$ cat src/rtl/hazard_ctrl.sv
// ---------------------------------------------------------------------------
// hazard_ctrl
//   Pipeline hazard and stall controller for the 5-stage core. Produces the
//   write-enable / flush controls for the IF/ID and ID/EX pipeline registers
//   and the PC write enable, combining three hazard sources:
//     - load-use between the load in EX and the instruction in ID
//     - taken branch (EX) or jump (ID) redirect
//     - multi-cycle MUL/DIV busy window, tracked by a small FSM + counter
//   Also keeps a saturating count of front-end stall cycles.
//
// Ports
//   Clk, Rst           clock; synchronous active-high reset
//   id_rs, id_rt       source registers of the instruction in ID
//   id_uses_rs/_rt     ID instruction actually reads rs / rt
//   id_uses_hilo       ID instruction reads HI/LO or is itself MUL/DIV
//   id_jump            unconditional jump resolved in ID
//   ex_memread, ex_rd  EX instruction is a load, and its destination
//   ex_branch_taken    branch resolved taken in EX
//   mdu_start          MUL/DIV issued from EX this cycle
//   mdu_is_div         qualifies mdu_start: 1 = DIV, 0 = MUL
//   pc_we              PC write enable
//   ifid_we/_flush     IF/ID write enable / flush
//   idex_we/_flush     ID/EX write enable / flush (bubble insert)
//   mdu_busy           MDU operation in flight
//   stall_cycles       saturating count of front-end stall cycles
// ---------------------------------------------------------------------------
module hazard_ctrl #(
   parameter int REG_W   = 5,
   parameter int MUL_LAT = 4,
   parameter int DIV_LAT = 32,
   parameter int CNT_W   = 16
) (
   input  logic             Clk,
   input  logic             Rst,
   input  logic [REG_W-1:0] id_rs,
   input  logic [REG_W-1:0] id_rt,
   input  logic             id_uses_rs,
   input  logic             id_uses_rt,
   input  logic             id_uses_hilo,
   input  logic             id_jump,
   input  logic             ex_memread,
   input  logic [REG_W-1:0] ex_rd,
   input  logic             ex_branch_taken,
   input  logic             mdu_start,
   input  logic             mdu_is_div,
   output logic             pc_we,
   output logic             ifid_we,
   output logic             ifid_flush,
   output logic             idex_we,
   output logic             idex_flush,
   output logic             mdu_busy,
   output logic [CNT_W-1:0] stall_cycles
);

   // The busy counter only has to hold the longest latency minus one.
   localparam int MAX_LAT = (DIV_LAT > MUL_LAT) ? DIV_LAT : MUL_LAT;
   localparam int LAT_W   = $clog2(MAX_LAT + 1);

   localparam logic [LAT_W-1:0] MUL_LOAD = LAT_W'(MUL_LAT - 1);
   localparam logic [LAT_W-1:0] DIV_LOAD = LAT_W'(DIV_LAT - 1);

   typedef enum logic {
      IDLE = 1'b0,
      BUSY = 1'b1
   } mdu_state_e;

   mdu_state_e       state_q, state_d;
   logic [LAT_W-1:0] cnt_q, cnt_d;
   logic [CNT_W-1:0] stall_cycles_q, stall_cycles_d;

   logic load_use;
   logic mdu_stall;
   logic fe_stall;

   // -------------------------------------------------------------------------
   // Hazard detection
   // -------------------------------------------------------------------------
   // Register 0 is hard-wired to zero, so a load targeting it never creates
   // a real dependency.
   assign load_use = ex_memread && (ex_rd != '0) &&
                     ((id_uses_rs && (id_rs == ex_rd)) ||
                      (id_uses_rt && (id_rt == ex_rd)));

   // Reset masks busy immediately so the forced reset outputs never see a
   // stale BUSY state from before the reset edge.
   assign mdu_busy  = (state_q == BUSY) && !Rst;
   assign mdu_stall = mdu_busy && id_uses_hilo;
   assign fe_stall  = load_use || mdu_stall;

   // -------------------------------------------------------------------------
   // Pipeline controls (combinational, zero latency)
   // -------------------------------------------------------------------------
   // NOTE: every output gets a default before the priority chain, so no path
   // through this block leaves a signal unassigned and no latch is inferred.
   always_comb begin
      pc_we      = 1'b1;
      ifid_we    = 1'b1;
      ifid_flush = 1'b0;
      idex_we    = 1'b1;
      idex_flush = 1'b0;

      if (Rst || ex_branch_taken) begin
         // Reset clears the downstream registers; a taken branch squashes the
         // wrong-path instructions in IF/ID and ID/EX, so any stall the ID
         // instruction would have raised is irrelevant.
         ifid_flush = 1'b1;
         idex_flush = 1'b1;
      end else if (fe_stall) begin
         // Hold PC and IF/ID, push one bubble into EX per stalled cycle.
         pc_we      = 1'b0;
         ifid_we    = 1'b0;
         idex_flush = 1'b1;
      end else if (id_jump) begin
         // Only the fetched slot behind the jump is wrong-path.
         ifid_flush = 1'b1;
      end
   end

   // -------------------------------------------------------------------------
   // MDU busy FSM: next state
   // -------------------------------------------------------------------------
   always_comb begin
      state_d = state_q;
      cnt_d   = cnt_q;

      if (Rst) begin
         state_d = IDLE;
         cnt_d   = '0;
      end else begin
         unique case (state_q)
            IDLE: begin
               if (mdu_start) begin
                  cnt_d   = mdu_is_div ? DIV_LOAD : MUL_LOAD;
                  state_d = BUSY;
               end
            end
            BUSY: begin
               // A second mdu_start here is ignored: the op in flight is
               // committed and neither restarts nor extends. A taken branch
               // does not cancel it either.
               if (cnt_q == '0) begin
                  state_d = IDLE;
               end else begin
                  cnt_d = cnt_q - LAT_W'(1);
               end
            end
            default: begin
               state_d = IDLE;
               cnt_d   = '0;
            end
         endcase
      end
   end

   // -------------------------------------------------------------------------
   // Stall-cycle performance counter (saturating)
   // -------------------------------------------------------------------------
   always_comb begin
      stall_cycles_d = stall_cycles_q;
      if (Rst) begin
         stall_cycles_d = '0;
      end else if (fe_stall && !ex_branch_taken && (stall_cycles_q != '1)) begin
         stall_cycles_d = stall_cycles_q + CNT_W'(1);
      end
   end

   assign stall_cycles = stall_cycles_q;

   // -------------------------------------------------------------------------
   // State registers (reset is folded into the _d logic above)
   // -------------------------------------------------------------------------
   // NOTE: sequential state uses non-blocking assignments so every flop samples
   // its pre-edge inputs, independent of statement order.
   always_ff @(posedge Clk) begin
      state_q        <= state_d;
      cnt_q          <= cnt_d;
      stall_cycles_q <= stall_cycles_d;
   end

endmodule

$ cat config.mk
export PLATFORM = sky130hd
export DESIGN_NAME = hazard_ctrl
export DESIGN_NICKNAME = d
export VERILOG_FILES = /design/src/rtl/hazard_ctrl.sv
export SDC_FILE = /design/constraint.sdc
export NUM_CORES = 1
export LEC_CHECK = 0
export BUFFER_PORTS_ARGS = -buffer_cell sky130_fd_sc_hd__buf_2
export CAP_MARGIN = 25
export CORE_MARGIN = 3
export CORE_UTILIZATION = 45
export DETAILED_ROUTE_END_ITERATION = 7
export PLACE_DENSITY = 0.76
export SYNTH_ARGS = -nofsm -noshare
export SYNTH_HDL_FRONTEND = slang
export SYNTH_SLANG_ARGS = --single-unit
$ cat constraint.sdc
create_clock -name Clk -period 1.9 [get_ports Clk]
set_clock_uncertainty 0.05 [all_clocks]
set_input_delay 0.19 -clock Clk [delete_from_list [all_inputs] [get_ports Clk]]
set_output_delay 0.19 -clock Clk [all_outputs]
set_load 0.02 [all_outputs]
==> flow_metrics.py, run 1 <==
metrics = {
    "run_status": {
        "outcome": "completed",
    },
    "floorplan": {
        "rows": 19,
        "start_util": 0.4873,
        "coreArea_um2": 2853,
        "ios": 47,
        "dieArea_um2": 3792,
        "fp.dieW_um": 61.58,
        "die_h_um": 61.58,
    },
    "clocking": {
        "cts_tree": "done",
        "htree_num_levels": 1,
        "cts_setup_buffers": 0,
        "hold_buffers": 0,
        "cts_sinks": 23,
        "cts_resized": 0,
        "clkLatencyLatePin_ns": 0.31,
        "clk_path_buf_depth": 2,
        "cts-buffers-inserted": 3,
        "cts-root-buf": "clkbuf_4",
        "path_clk_slew_ns": 0.12,
    },
    "finish": {
        "post-route-util": 0.6355,
        "num-nets-final": 259,
        "syn2layout_area_growth_pct": 30.42,
        "multi_input_area_um2": 873.3,
        "drive_gt1_frac": 0.3853,
        "n_antenna_cell": 0,
        "regArea_um2": 466.7,
        "fillers": 264,
        "final_cells": 262,
    },
    "global_route": {
        "grt_usage": 0.1760,
        "first_global_vias": 1224,
        "grt_pass1_wl_um": 5030,
        "grt_overflow": 0,
        "grt_max_degree": 26,
        "antenna_found_initial": 0,
    },
    "synth": {
        "synth-compound-area-share": 0.1548,
        "synthesis.nets": 199,
        "synth_top_cell_by_area": "dfxtp_1",
        "synth_xor_area_frac": 0.1197,
        "ys_types": 38,
        "synth-simple-area-share": 0.2970,
        "ys_warn_count": 0,
        "synth-main-ff-cell": "dfxtp_1",
        "synth_top_family_by_area": "simple AND/OR/NAND/NOR gates",
        "ys_async_sr_fraction": 0,
        "syn_avg_cell_area_um2": 8.082,
        "synth_seq_area_share": 0.3312,
        "yosysMostFrequentCell": "dfxtp_1",
        "synth_edf_count": 0,
        "ys_top_cells_by_area": "dfxtp_1, xnor2_1, nor2_1, nand2_1, a21oi_1",
        "ys_ff_latch": 23,
        "muxShareOfSynthArea": 0.01440,
        "synth_area_um2": 1390,
        "synthTopCellsByCount": "dfxtp_1, nor2_1, xnor2_1",
        "synth_adder_area_share": 0.01800,
        "syn_inst": 172,
        "yosysTopAreaCellShare": 0.3312,
    },
    "hold_path": {
        "whs_endpoint": "cnt_q[5]$_SDFFE_PP0P_",
        "hp-start": "mdu_start",
        "hold_path_class": "input pin to flip-flop",
        "holdPathStages": 4,
    },
    "power": {
        "p_per_area_nw_per_um2": 522.5,
        "finalPower_w": 0.0009473,
        "cellLeakagePower_nw": 0.7765,
        "ir_drop_mv": 0.3543,
    },
    "placed_design": {
        "port-buffer-count": 45,
        "numPlacedInstances": 258,
        "hpwlAfterDp_um": 2561,
        "place_congestion": 0.8753,
    },
    "worst_setup_path": {
        "crit_top_cell": "nor3_2",
        "worstSetupPathType": "flip-flop to flip-flop",
        "end_kind": "flip-flop",
        "rr_worst_depth": 8,
        "critPathSlowestCell": "nor4_4",
        "cp.arrival_ns": 1.95,
        "cp_max_fo": 12,
        "regToRegSetupSlack_ns": 0.10,
        "r2r-start": "stall_cycles[5]$_SDFFE_PP0P_",
        "crit_chain": "nand4_1 -> nor4_4 -> nor3_2 -> a21oi_2 -> buf_12 -> nor3_2 -> xnor2_1 -> nor2_1",
        "required_ns": 2.05,
        "slowest_delay_ns": 0.42,
        "r2r_end": "stall_cycles[8]$_SDFFE_PP0P_",
        "start_kind": "flip-flop",
    },
    "sta": {
        "slew_viol_final": 0,
        "finalSetupViolCount": 0,
        "fin_setup_tns_ns": 0,
        "timing.fmax_mhz": 556.1,
        "rsz0062_at_grt": "yes",
        "min_period_over_period": 0.9464,
        "hold_viol_final": 0,
        "holdWs_ns": 0.2212,
        "period_needed_ns": 1.798,
    },
    "detailed_routing": {
        "ant_nets": 0,
        "viasPerCell": 5.286,
        "firstDrtPassIters": 4,
        "wire_per_inst_um": 12.21,
        "first_iter_violations": 21,
        "vias": 1385,
        "wl_um": 3199,
        "drc": 0,
    },
    "job": {
        "cap_viol_max_count": 0,
    },
}
worst max path at each step:
stage / from / to / slack, ns / cells after the start
after detailed placement: ex_rd[0] / stall_cycles[15]$_SDFFE_PP0P_ / 0.01 / 8
after floorplan: stall_cycles[5]$_SDFFE_PP0P_ / stall_cycles[1]$_SDFFE_PP0P_ / 0.004 / 7
after global placement: ex_rd[1] / stall_cycles[15]$_SDFFE_PP0P_ / 0.05 / 8
final: stall_cycles[5]$_SDFFE_PP0P_ / stall_cycles[8]$_SDFFE_PP0P_ / 0.10 / 8
after global routing: stall_cycles[8]$_SDFFE_PP0P_ / stall_cycles[6]$_SDFFE_PP0P_ / -0.07 / 8
after CTS: stall_cycles[0]$_SDFFE_PP0P_ / stall_cycles[7]$_SDFFE_PP0P_ / 0.03 / 9
critical path: cells and delay by family (launching register included):
| kind | cells | cell delay (ns) |
|---|---|---|
| xor gates and xnor gates | 1 | 0.13 |
| DFF | 1 | 0.35 |
| AOI/OAI and AO/OA | 1 | 0.20 |
| buffers and inverters | 1 | 0.16 |
| and+or+nand+nor | 5 | 0.79 |
layer usage:
metal / vias up / GRT usage / wire [µm]
li1: 714 / - / -
met1: 630 / 0.2041 / 1404
met2: 37 / 0.3229 / 1566
met3: 4 / 0.02725 / 189
met4: 0 / 0.06364 / 38
met5: - / 0 / 0
report_power, final:
part           internal, W  switching (W)
logic            0.0000923       0.000115
clock network    0.0000785       0.000144
registers         0.000503      0.0000153
total             0.000674       0.000274
area by class of cell:
| type | count | area share |
|---|---|---|
| inverter | 11 | 0.02277 |
| clock buffer | 3 | 0.01242 |
| clock inverter | 1 | 0.002761 |
| sequential | 23 | 0.2574 |
| tap | 31 | 0.02139 |
| timing repair buffer | 62 | 0.2015 |
| multi-input combinational | 131 | 0.4817 |
layout by cell type (no fill, tap or decap), types with 4 or more instances in the layout:
| cell | n |
|---|---|
| buf_2 | 45 |
| nor2_1 | 21 |
| dfxtp_1 | 18 |
| xnor2_1 | 17 |
| buf_4 | 16 |
| nand2_1 | 15 |
| inv_1 | 10 |
| o21ai_1 | 8 |
| a21oi_1 | 8 |
| nand3_1 | 7 |
| or3_1 | 6 |
| dfxtp_2 | 5 |
| nand4_1 | 4 |
| nor3_1 | 4 |
| o21ai_0 | 4 |
| nor3_2 | 4 |
logic make-up after synthesis:
family	Yosys count
flip-flops	23
multiplexers	2
adder cells (fa/ha/maj)	2
XOR/XNOR	19
other	1
AO/OA/AOI/OAI	32
AND/OR/NAND/NOR	75
buffers and inverters	18
flip-flops by register name, summed over array words and instances, names as in the netlist:
signal / flops
state_q: 1
cnt_q: 6
stall_cycles: 16
metrics by stage:
step | instance area [µm²] | setup slack (ns)
2_1_floorplan | 1395 | 0.004023
3_3_place_gp | 1754 | 0.05245
3_5_place_dp | 1754 | 0.009750
4_1_cts | 1782 | 0.03148
5_1_grt | 1813 | -0.06964
6_report | 1813 | 0.1018
Power figures use the tool's default switching activity.
==> inputs of run 2 (changes only) <==
REMOVE_ABC_BUFFERS = 1   (was default)
==> run 2 against run 1 <==
- the flow now finishes with violations (setup timing)
- sequential share of layout area about the same
- highest routed layer unchanged
- combinational power about the same
- global-route usage down 0.46 points
- largest cell class unchanged
- maximum frequency down 5.6%
- critical path depth unchanged
==> flow_metrics.py, run 2 (synthesis gave the netlist of run 1 again) <==
metrics = {
    "worst_setup_path": {
        "cp_max_fo": 5,
        "cp.arrival_ns": 2.06,
        "rr_worst_depth": 8,
        "end_kind": "flip-flop",
        "start_kind": "flip-flop",
        "worstSetupPathType": "flip-flop to flip-flop",
        "r2r_end": "stall_cycles[6]$_SDFFE_PP0P_",
        "regToRegSetupSlack_ns": -0.005,
        "required_ns": 2.06,
        "r2r-start": "stall_cycles[8]$_SDFFE_PP0P_",
    },
    "finish": {
        "layout.cells.most_common": "buf_2",
        "num-nets-final": 262,
        "final_cells": 265,
        "final_area_um2": 1814,
        "final_cell_mix": "buf_2, nor2_1, dfxtp_1, buf_4, xnor2_1",
        "fillers": 251,
        "multi_input_area_um2": 857.1,
        "drive_gt1_frac": 0.3803,
        "largest_register_ffs": 16,
        "syn2layout_area_growth_pct": 30.51,
        "regArea_um2": 466.7,
        "n_antenna_cell": 0,
    },
    "global_route": {
        "antenna_found_initial": 0,
        "first_global_vias": 1162,
        "grt_pass1_wl_um": 4871,
        "grt_usage": 0.1714,
        "grt_overflow": 0,
        "grt_max_degree": 26,
    },
    "floorplan": {
        "rows": 19,
        "start_util": 0.4873,
        "coreArea_um2": 2853,
        "die_h_um": 61.58,
        "dieArea_um2": 3792,
        "ios": 47,
        "fp.dieW_um": 61.58,
    },
    "hold_path": {
        "hp-start": "mdu_start",
        "hold_path_class": "input pin to flip-flop",
        "whs_endpoint": "cnt_q[5]$_SDFFE_PP0P_",
        "holdPathStages": 4,
    },
    "power": {
        "clkPwrFrac": 0.235,
        "p_sw_w": 0.0002765,
        "ir_drop_mv": 0.3535,
        "p_int_w": 0.0006726,
        "p_per_area_nw_per_um2": 523.2,
        "p_sw_frac": 0.2914,
        "power_frac_seq": 0.544,
        "cellLeakagePower_nw": 0.7880,
        "pwr-share-comb": 0.221,
    },
    "detailed_routing": {
        "firstDrtPassIters": 4,
        "viasPerCell": 5.143,
        "drc": 0,
        "wire_per_inst_um": 12.48,
        "first_iter_violations": 33,
        "ant_nets": 0,
        "wl_um": 3306,
        "vias": 1363,
    },
    "sta": {
        "timing.fmax_mhz": 524.9,
        "min_period_over_period": 1.003,
        "finalSetupViolCount": 2,
        "finalWorstSetupSlack_ns": -0.005085,
        "slew_viol_final": 0,
        "rsz0062_at_grt": "yes",
        "hold_viol_final": 0,
        "period_needed_ns": 1.905,
    },
    "run_status": {
        "outcome": "finished with violations",
        "violations": "setup timing",
    },
    "clocking": {
        "clk_path_buf_depth": 2,
        "cts-root-buf": "clkbuf_4",
        "htree_num_levels": 1,
        "clkLatencyLatePin_ns": 0.30,
        "cts-buffers-inserted": 3,
        "cts_sinks": 23,
        "path_clk_slew_ns": 0.13,
        "hold_buffers": 0,
        "cts_tree": "done",
    },
    "placed_design": {
        "place_congestion": 0.7916,
        "numPlacedInstances": 258,
        "hpwlAfterDp_um": 2584,
        "dpl_cell_area_um2": 1737,
        "port-buffer-count": 45,
    },
    "job": {
        "cap_viol_max_count": 0,
    },
}
-- run 2: worst max-delay path, stage by stage (launching register included) --
cell and delay (ns):
dfxtp_2 0.37, nand4_1 0.23, nor4_4 0.46, nor3_2 0.09, a21oi_2 0.21, buf_6 0.15
nor3_2 0.04, xnor2_1 0.14, nor2_1 0.06
-- run 2: final cells by class --
cell class,count,area share
multi-input combinational,131,0.4724
sequential,23,0.2572
timing repair buffer,65,0.2110
inverter,11,0.02276
tap,31,0.02138
clock buffer,3,0.01241
clock inverter,1,0.002759
-- run 2: stage by stage --
stage	setup WS (ns)	utilization	total power [W]	setup TNS [ns]	hold WS, ns
3_3_place_gp	0.07641	0.6088	0.0007282	0	0.4211
2_1_floorplan	-0.3299	-	0.0006536	-2.646	0.2091
3_5_place_dp	0.03006	0.6088	0.0007330	0	0.4260
5_1_grt	-0.09547	0.6360	0.001009	-0.5532	0.2410
6_report	-0.005085	0.6360	0.0009492	-0.005895	0.2253
4_1_cts	0.003772	0.6184	0.0009591	0	0.2179
-- run 2: repair_timing --
| action | in CTS | in global routing |
|---|---|---|
| endpoints found under the setup margin | 0 | 12 |
| setup buffers | 0 | 3 |
| gates resized for setup | 0 | 10 |
-- run 2: layer usage --
layer / routed length [µm] / part of all wire / GRT usage / vias up
li1: - / - / - / 715
met1: 1583 / 0.48 / 0.2078 / 610
met2: 1525 / 0.46 / 0.2975 / 36
met3: 172 / 0.052 / 0.02935 / 2
met4: 25 / 0.0076 / 0.06970 / 0
met5: 0 / 0 / 0 / -
-- run 2: power by group through the flow --
stage | Clock, W | Combinational [W] | Sequential, W
floorplan | 0 | 0.000123 | 0.000531
global placement | 0 | 0.000201 | 0.000528
detailed placement | 0 | 0.000206 | 0.000527
CTS | 0.000235 | 0.000207 | 0.000517
global route | 0.000259 | 0.000230 | 0.000519
finish | 0.000223 | 0.000210 | 0.000516
-- run 2: worst max-delay path by stage --
stage                                       startpoint                       endpoint  slack [ns]  depth (start not counted)
after floorplan           stall_cycles[0]$_SDFFE_PP0P_   stall_cycles[2]$_SDFFE_PP0P_       -0.33                          8
after global placement                        ex_rd[3]  stall_cycles[10]$_SDFFE_PP0P_        0.08                          8
after detailed placement                      ex_rd[2]  stall_cycles[15]$_SDFFE_PP0P_        0.03                          8
after CTS                 stall_cycles[1]$_SDFFE_PP0P_   stall_cycles[1]$_SDFFE_PP0P_       0.004                          8
after global routing      stall_cycles[8]$_SDFFE_PP0P_   stall_cycles[1]$_SDFFE_PP0P_        -0.1                          7
final                     stall_cycles[8]$_SDFFE_PP0P_   stall_cycles[6]$_SDFFE_PP0P_      -0.005                          8
